File: src/rtl/multi_object_collision_tracker.sv
// rtl/multi_object_collision_tracker.sv - per-pixel player/object overlap debounce and per-frame hit latch
module multi_object_collision_tracker #(
    parameter int N_OBJ         = 4,
    parameter int COORD_W       = 11,
    parameter int HIT_THRESHOLD = 4
) (
    input  logic                       clk,
    input  logic                       resetN,
    input  logic                       startOfFrame,
    input  logic [COORD_W-1:0]         pixel_x,
    input  logic [COORD_W-1:0]         pixel_y,
    input  logic                       player_draw,
    input  logic [N_OBJ-1:0]           obj_enable,
    input  logic [N_OBJ*COORD_W-1:0]   obj_left,
    input  logic [N_OBJ*COORD_W-1:0]   obj_top,
    input  logic [N_OBJ*COORD_W-1:0]   obj_width,
    input  logic [N_OBJ*COORD_W-1:0]   obj_height,
    output logic [N_OBJ-1:0]           hit_pulse,
    output logic [$clog2(N_OBJ)-1:0]   hit_id,
    output logic [N_OBJ-1:0]           frame_hits,
    output logic                       any_frame_hit,
    output logic                       frame_valid
);

    localparam int                ID_W  = $clog2(N_OBJ);
    localparam int                CNT_W = $clog2(HIT_THRESHOLD + 1);
    localparam logic [CNT_W-1:0]  THR   = CNT_W'(HIT_THRESHOLD);

    typedef enum logic {SYNC, ACTIVE} state_t;

    state_t             r_state, w_state_nxt;
    logic [N_OBJ-1:0]   w_inside, r_inside_q, w_overlap;
    logic               r_draw_q, r_sof_q;
    logic [CNT_W-1:0]   r_cnt      [N_OBJ];
    logic [CNT_W-1:0]   w_cnt_nxt  [N_OBJ];
    logic [N_OBJ-1:0]   r_sticky, w_sticky_nxt, w_pulse_nxt;
    logic [ID_W-1:0]    w_id_nxt;
    logic               w_frame_load;

    // Right/bottom bounds are exclusive and one bit wider, so left+width never wraps
    // and a zero width or height gives an empty rectangle.
    for (genvar g = 0; g < N_OBJ; g++) begin : g_geom
        logic [COORD_W-1:0] w_left, w_top, w_width, w_height;
        logic [COORD_W:0]   w_right, w_bottom;
        assign w_left   = obj_left  [g*COORD_W +: COORD_W];
        assign w_top    = obj_top   [g*COORD_W +: COORD_W];
        assign w_width  = obj_width [g*COORD_W +: COORD_W];
        assign w_height = obj_height[g*COORD_W +: COORD_W];
        assign w_right  = {1'b0, w_left} + {1'b0, w_width};
        assign w_bottom = {1'b0, w_top}  + {1'b0, w_height};
        assign w_inside[g] = obj_enable[g]
                           & (pixel_x >= w_left) & ({1'b0, pixel_x} < w_right)
                           & (pixel_y >= w_top)  & ({1'b0, pixel_y} < w_bottom);
    end

    always_ff @(posedge clk or negedge resetN) begin
        if (!resetN) begin
            r_inside_q <= '0;
            r_draw_q   <= 1'b0;
            r_sof_q    <= 1'b0;
        end else begin
            r_inside_q <= w_inside;
            r_draw_q   <= player_draw;
            r_sof_q    <= startOfFrame;
        end
    end

    assign w_overlap = r_inside_q & {N_OBJ{r_draw_q}};

    always_ff @(posedge clk or negedge resetN) begin
        if (!resetN) r_state <= SYNC;
        else         r_state <= w_state_nxt;
    end

    always_comb begin
        w_state_nxt  = r_state;
        w_frame_load = 1'b0;
        if (r_state == SYNC) begin
            if (r_sof_q) w_state_nxt = ACTIVE;
        end else begin
            w_frame_load = r_sof_q;
        end
    end

    // The pixel on the frame-boundary cycle is the first pixel of the new frame.
    always_comb begin
        w_sticky_nxt = r_sticky;
        w_pulse_nxt  = '0;
        for (int i = 0; i < N_OBJ; i++) w_cnt_nxt[i] = r_cnt[i];
        if (r_state == ACTIVE) begin
            for (int i = 0; i < N_OBJ; i++) begin
                if (r_sof_q) begin
                    w_cnt_nxt[i]    = '0;
                    w_sticky_nxt[i] = 1'b0;
                end
                if (w_overlap[i] && (w_cnt_nxt[i] < THR)) begin
                    w_cnt_nxt[i] = w_cnt_nxt[i] + CNT_W'(1);
                    if (w_cnt_nxt[i] == THR) begin
                        w_pulse_nxt[i]  = 1'b1;
                        w_sticky_nxt[i] = 1'b1;
                    end
                end
            end
        end else begin
            w_sticky_nxt = '0;
            for (int i = 0; i < N_OBJ; i++) w_cnt_nxt[i] = '0;
        end
    end

    always_comb begin
        w_id_nxt = '0;
        for (int i = N_OBJ - 1; i >= 0; i--) begin
            if (w_pulse_nxt[i]) w_id_nxt = ID_W'(i);
        end
    end

    always_ff @(posedge clk or negedge resetN) begin
        if (!resetN) begin
            for (int i = 0; i < N_OBJ; i++) r_cnt[i] <= '0;
            r_sticky      <= '0;
            hit_pulse     <= '0;
            hit_id        <= '0;
            frame_hits    <= '0;
            any_frame_hit <= 1'b0;
            frame_valid   <= 1'b0;
        end else begin
            for (int i = 0; i < N_OBJ; i++) r_cnt[i] <= w_cnt_nxt[i];
            r_sticky  <= w_sticky_nxt;
            hit_pulse <= w_pulse_nxt;
            hit_id    <= w_id_nxt;
            if (w_frame_load) begin
                frame_hits    <= r_sticky;
                any_frame_hit <= |r_sticky;
                frame_valid   <= 1'b1;
            end
        end
    end

endmodule

File: config.mk
export PLATFORM = sky130hd
export DESIGN_NAME = multi_object_collision_tracker
export DESIGN_NICKNAME = d
export VERILOG_FILES = /design/src/rtl/multi_object_collision_tracker.sv
export SDC_FILE = /design/constraint.sdc
export NUM_CORES = 1
export LEC_CHECK = 0
export BUFFER_PORTS_ARGS = -buffer_cell sky130_fd_sc_hd__buf_2
export CAP_MARGIN = 0
export CELL_PAD_IN_SITES_DETAIL_PLACEMENT = 1
export CELL_PAD_IN_SITES_GLOBAL_PLACEMENT = 2
export CORE_MARGIN = 2
export CORE_UTILIZATION = 25
export CTS_BUF_LIST = sky130_fd_sc_hd__clkbuf_8
export CTS_CLUSTER_SIZE = 30
export DETAILED_ROUTE_END_ITERATION = 8
export PLACE_DENSITY = 0.8
export SKIP_CTS_REPAIR_TIMING = 1
export SYNTH_ARGS = -nofsm -noshare
export SYNTH_HDL_FRONTEND = slang
export SYNTH_SLANG_ARGS = --single-unit
File: constraint.sdc
create_clock -name clk -period 1.6 [get_ports clk]
set_clock_uncertainty 0.05 [all_clocks]
set_input_delay 0.24 -clock clk [delete_from_list [all_inputs] [get_ports clk]]
set_output_delay 0.24 -clock clk [all_outputs]
set_load 0.05 [all_outputs]
# Word level (Yosys, flattened, before mapping)
# Index checks and enable logic that the tools add are counted.
[totals] regBits=35 latch_bits=0 mem_bits_rw=0 rom_bits=0 input_bits=206 output_inout_bits=12 n_memories=0
[classes] n_addsub=12 multipliers=0 n_div=0 n_lt_le_gt_ge=20 n_eq_ne=4 shifts=0 muxes=42 bitwise=17 n_reduce_logical=5
[ops] operator="$add A11 B11 Y12" n=8
[ops] operator="$lt A11 B12 Y1" n=8
[ops] operator="$ge A11 B11 Y1" n=8
[ops] operator="$mux W3" n=12
[ops] operator="$mux W1" n=23
[ops] operator="$and A1 B1 Y1" n=16
[ops] operator="$add A3 B1 Y3 const B" n=4
[ops] operator="$eq A3 B3 Y1 const B" n=4
[ops] operator="$lt A3 B3 Y1 const B" n=4
[ops] operator="$mux W12" n=1
[ops] operator="$mux W2" n=4
[ops] operator="$mux W4" n=2
[ops] operator="$and A4 B4 Y4" n=1
[ops] operator="$logic_and A1 B1 Y1" n=4
[ops] operator="$reduce_or A4 Y1" n=1

# Depth between registers and ports, before layout
[depth] word_depth=11 mapped_depth=16 ltp_nobuf=16

# Worst setup path after synthesis
# Ideal clock, no wire load.
[synth_timing] kind="input to register" startpoint="input obj_left[22]" endpoint="register r_inside_q[2]" arrival_ps=3102 path_slack_ps=-1672 cell_stages=14 path_buffers=0 cell_sequence="ha_1 > fa_1 > a21o_1 > a21oi_1 > o21ai_1 > o41a_1 > nor4b_1 > a211oi_1 > ha_1 > a2111o_1 > o21ai_0 > a31o_2 > a311o_1 > and4_1"
[synth_between] elab_chain_cells=5 word_cells_on_any_way=7 cone_classes="1 x add/sub; 2 x order compare; 4 x bitwise"
[synth_rtl] element="start: declaration" line_no="14" source="input logic [N_OBJ*COORD_W-1:0] obj_left,"
[synth_rtl] element="$add A11 B11 Y12 / $ge A11 B11 Y1 (equally long branches)" line_no="49, 52"
[synth_rtl] element="$lt A11 B12 Y1 / $and A1 B1 Y1 (equally long branches)" line_no="52" source="& (pixel_x >= w_left) & ({1'b0, pixel_x} < w_right)"
[synth_rtl] element="$and A1 B1 Y1 *" line_no="52"
[synth_rtl] element="$and A1 B1 Y1 * (2 in a row)" line_no="53" source="& (pixel_y >= w_top) & ({1'b0, pixel_y} < w_bottom);"
[synth_rtl] element="via w_inside[2]" line_no="32" source="logic [N_OBJ-1:0] w_inside, r_inside_q, w_overlap;"
[synth_rtl] element="end signal: assignment" line_no="62" source="r_inside_q <= w_inside;"
[synth_rtl] element="end: declaration" line_no="32"
# The timed path passes the listed nets; every way through them passes the cells marked *.
# A chain may end at the register's enable or synchronous reset.

# Worst setup path in the final report
# Same ends and word-level chain as after synthesis.

==> impl_metrics.ini <==
[outcome]
status = finished with violations
failed_checks = setup timing

[clock_tree]
insertion_delay_ns = 0.28
cts_tree = done
cts.sink_count = 35
cts_buffers = 5
worst_setup_hold_path_clk_slew_ns = 0.07
cts_max_level = 2
clockBufferDepth = 2
cts_root_buf = sky130_fd_sc_hd__clkbuf_8

[cells_and_area]
utilization = 0.3803
fillerInstances = 4227
fin_area_sq_um = 13170
multi_input_area_sq_um = 7838
final_cell_mix = sky130_fd_sc_hd__buf_4, sky130_fd_sc_hd__ha_1, sky130_fd_sc_hd__buf_2
syn_to_final_growth_pct = 49.76
regArea_sq_um = 877.1
post_route_cells_drive_above_1_share = 0.3754
layout.cells.most_common = sky130_fd_sc_hd__buf_4
finish.net_count = 2046
finalNonFillerCells = 2033

[grt]
grt_start_max_net_pins = 20
global_route.overflow_total = 0
grt.total_usage = 0.1719
initial_antenna_violation_count = 11
wire_length_of_the_first_global_routing_pass_microns = 51090
grt_pass1_vias = 10514

[drt]
drt-total-wl_microns = 31880
detail_route.first_pass.iterations = 4
routed_via_density = 4.786
routed-via-count = 9730
antenna_left = 0
drc_errors = 0
count_of_routing_violations_after_the_opening_detailed_route_iteration = 170
post_drt_wl_per_cell_microns = 15.68

[job]
drv.max_cap_violation_count = 0

[logic_synthesis]
ys_dominant_reg_cell = sky130_fd_sc_hd__dfrtp_1
async_flop_share = 1.000
synth.mux.area_fraction = 0.008538
post_synth_fa_ha_maj_area_fraction = 0.3939
synthesis.area_sq_um = 8792
simple_logic_cell_fraction_of_the_synthesized_area = 0.1524
synthXorXnorAreaFrac = 0.06375
largest_family_of_logic_cells_by_synthesized_area = adder cells
synth_edf_count = 0
postSynthAreaPerCell_sq_um = 8.240
synth.yosys.seq_area_share = 0.09962
synth_nets = 1545
ys_warn_count = 0
synth-seq-cells = 35
synth-compound-area-share = 0.2327
synth.lib_cells_used.distinct = 57
synthesized_instance_count = 1067

[worst_setup_path]
worst-endpoint-required_ns = 1.77
worst_path_largest_cell_delay_ns = 0.49
start_kind = primary input
endpoint_kind = flip-flop
critical_path_cell_list = buf_2, ha_4, fa_2, a21o_1, a21oi_2, o21ai_2, o41a_1, nor4b_2, a211oi_1, ha_1, a2111o_1, o21ai_1, a31o_2, a311o_1, and4_1
timing_worst_setup_path_type = in -> reg
crit_slowest_cell = sky130_fd_sc_hd__o41a_1
timing.critical_path.arrival_ns = 3.40
crit_path_max_fanout = 3

[floorplan]
die_area_sq_um = 36690
initial_core_utilization = 0.2539
core_region_area_sq_um = 34630
fp.dieH_microns = 191.5
std_cell_rows = 68
die_width_microns = 191.5
boundaryPins = 218

[place]
placed_area_sq_um = 12650
placed_cells = 2000
place.port_buffers = 217
place_congestion = 0.8533
dp_hpwl_microns = 28550
pre_cts_ws_ns = -1.936

[timing]
timing_worst_slew_pin_value_ns = 0.6432
clock.fmax_mhz = 309.5
setup_repair_after_global_routing_missed_its_margin = true
hold_viol = 0
finalMaxSlewViolations = 0
final_critical_path_setup_slack_ns = -1.631
timing.final.setup_violations = 4
max_slew_margin = 0.5601
final_period_minus_worst_setup_slack_ns = 3.231
finalCritPeriodShare = 2.019

[min_path]
hold_class = in -> reg

[power_and_ir_drop]
power.ir.vdd_worst_mv = 0.3875
total_leakage_power_nw = 7.072
power.density_nw_per_um2 = 455.3
==> layer usage <==
layer	part of all wire	global-route usage	vias up
met4	0.027	0.04793	2
met2	0.50	0.3163	143
met1	0.45	0.2132	4601
met3	0.022	0.01248	50
met5	0.00050	0	-
li1	-	-	4934
==> registers in the layout, indices dropped and copies added, names as in the netlist <==
name / count
any_frame_hit: 1
frame_hits: 4
frame_valid: 1
r_inside_q: 4
r_draw_q: 1
r_sticky: 4
r_cnt: 12
hit_id: 2
r_sof_q: 1
hit_pulse: 4
r_state: 1
==> logic make-up after synthesis <==
kind of cell | after synthesis
AOI/OAI and AO/OA | 317
and+or+nand+nor | 257
muxes | 7
DFF | 35
buffers and inverters | 115
adders and majority gates | 272
xor gates and xnor gates | 64
==> metrics by stage <==
stage | hold WS [ns] | TNS, ns | total power [mW]
5_1_grt | 0.001795 | -6.181 | 6.673
2_1_floorplan | -0.1056 | -4.882 | 3.297
6_report | 0.01753 | -5.473 | 5.995
3_3_place_gp | 0.1513 | -6.843 | 4.978
3_5_place_dp | 0.1578 | -7.707 | 5.199
4_1_cts | -0.1503 | -6.731 | 5.830
==> cell usage after synthesis, types with 17 or more instances <==
library cell | instances | area share
sky130_fd_sc_hd__ha_1 | 264 | 0.38
sky130_fd_sc_hd__inv_1 | 111 | 0.047
sky130_fd_sc_hd__a21oi_1 | 80 | 0.046
sky130_fd_sc_hd__o21ai_0 | 77 | 0.044
sky130_fd_sc_hd__nor2_1 | 57 | 0.024
sky130_fd_sc_hd__nand2_1 | 47 | 0.020
sky130_fd_sc_hd__xor2_1 | 41 | 0.041
sky130_fd_sc_hd__a21o_1 | 36 | 0.031
sky130_fd_sc_hd__dfrtp_1 | 35 | 0.10
sky130_fd_sc_hd__nor2b_1 | 34 | 0.024
sky130_fd_sc_hd__nand2b_1 | 27 | 0.019
sky130_fd_sc_hd__xnor2_1 | 23 | 0.023
sky130_fd_sc_hd__nand3_1 | 21 | 0.012
sky130_fd_sc_hd__o21a_1 | 18 | 0.015
sky130_fd_sc_hd__o211ai_1 | 17 | 0.015
==> cell type report <==
| cell class | count | share of cell area |
|---|---|---|
| diodes | 9 | 0.001710 |
| flip-flops and latches | 35 | 0.06661 |
| repair buffers | 498 | 0.2554 |
| clock inverters | 3 | 0.0009502 |
| clock buffers | 5 | 0.005226 |
| well taps | 455 | 0.04323 |
| multi-input cells | 917 | 0.5952 |
| inverters | 111 | 0.03164 |
==> worst paths after layout <==
| check | from | to | slack (ns) | cells past startpoint |
|---|---|---|---|---|
| worst min-delay path | startOfFrame | r_sof_q$_DFF_PN0_ | 0.02 | 1 |
| min in group asynchronous | resetN | r_inside_q[2]$_DFF_PN0_ | 0.38 | 2 |
| max in group asynchronous | resetN | r_cnt[1]$_DFF_PN0_ | 0.67 | 3 |
| worst max-delay path | obj_left[22] | r_inside_q[2]$_DFF_PN0_ | -1.63 | 15 |
| worst min register to register | frame_valid$_DFFE_PN0P_ | frame_valid$_DFFE_PN0P_ | 0.43 | 1 |
| worst max register to register | r_sof_q$_DFF_PN0_ | r_cnt[4]$_DFF_PN0_ | 0.05 | 6 |
==> report_power, final <==
group	internal [mW]	switching, mW	leakage (nW)	total (mW)
clock network	0.292	0.296	0.0506	0.588
logic	2.31	2.18	6.55	4.49
registers	0.901	0.0123	0.472	0.914
total	3.50	2.49	7.07	5.99
==> critical path: cells and delay by family <==
family                     cells  cell delay (ns)
buffers and inverters          1             0.12
AOI/OAI and AO/OA              9             1.76
and+or+nand+nor                2             0.41
adders and majority gates      3             0.85
Note: power is estimated with default switching activity, not from simulation.
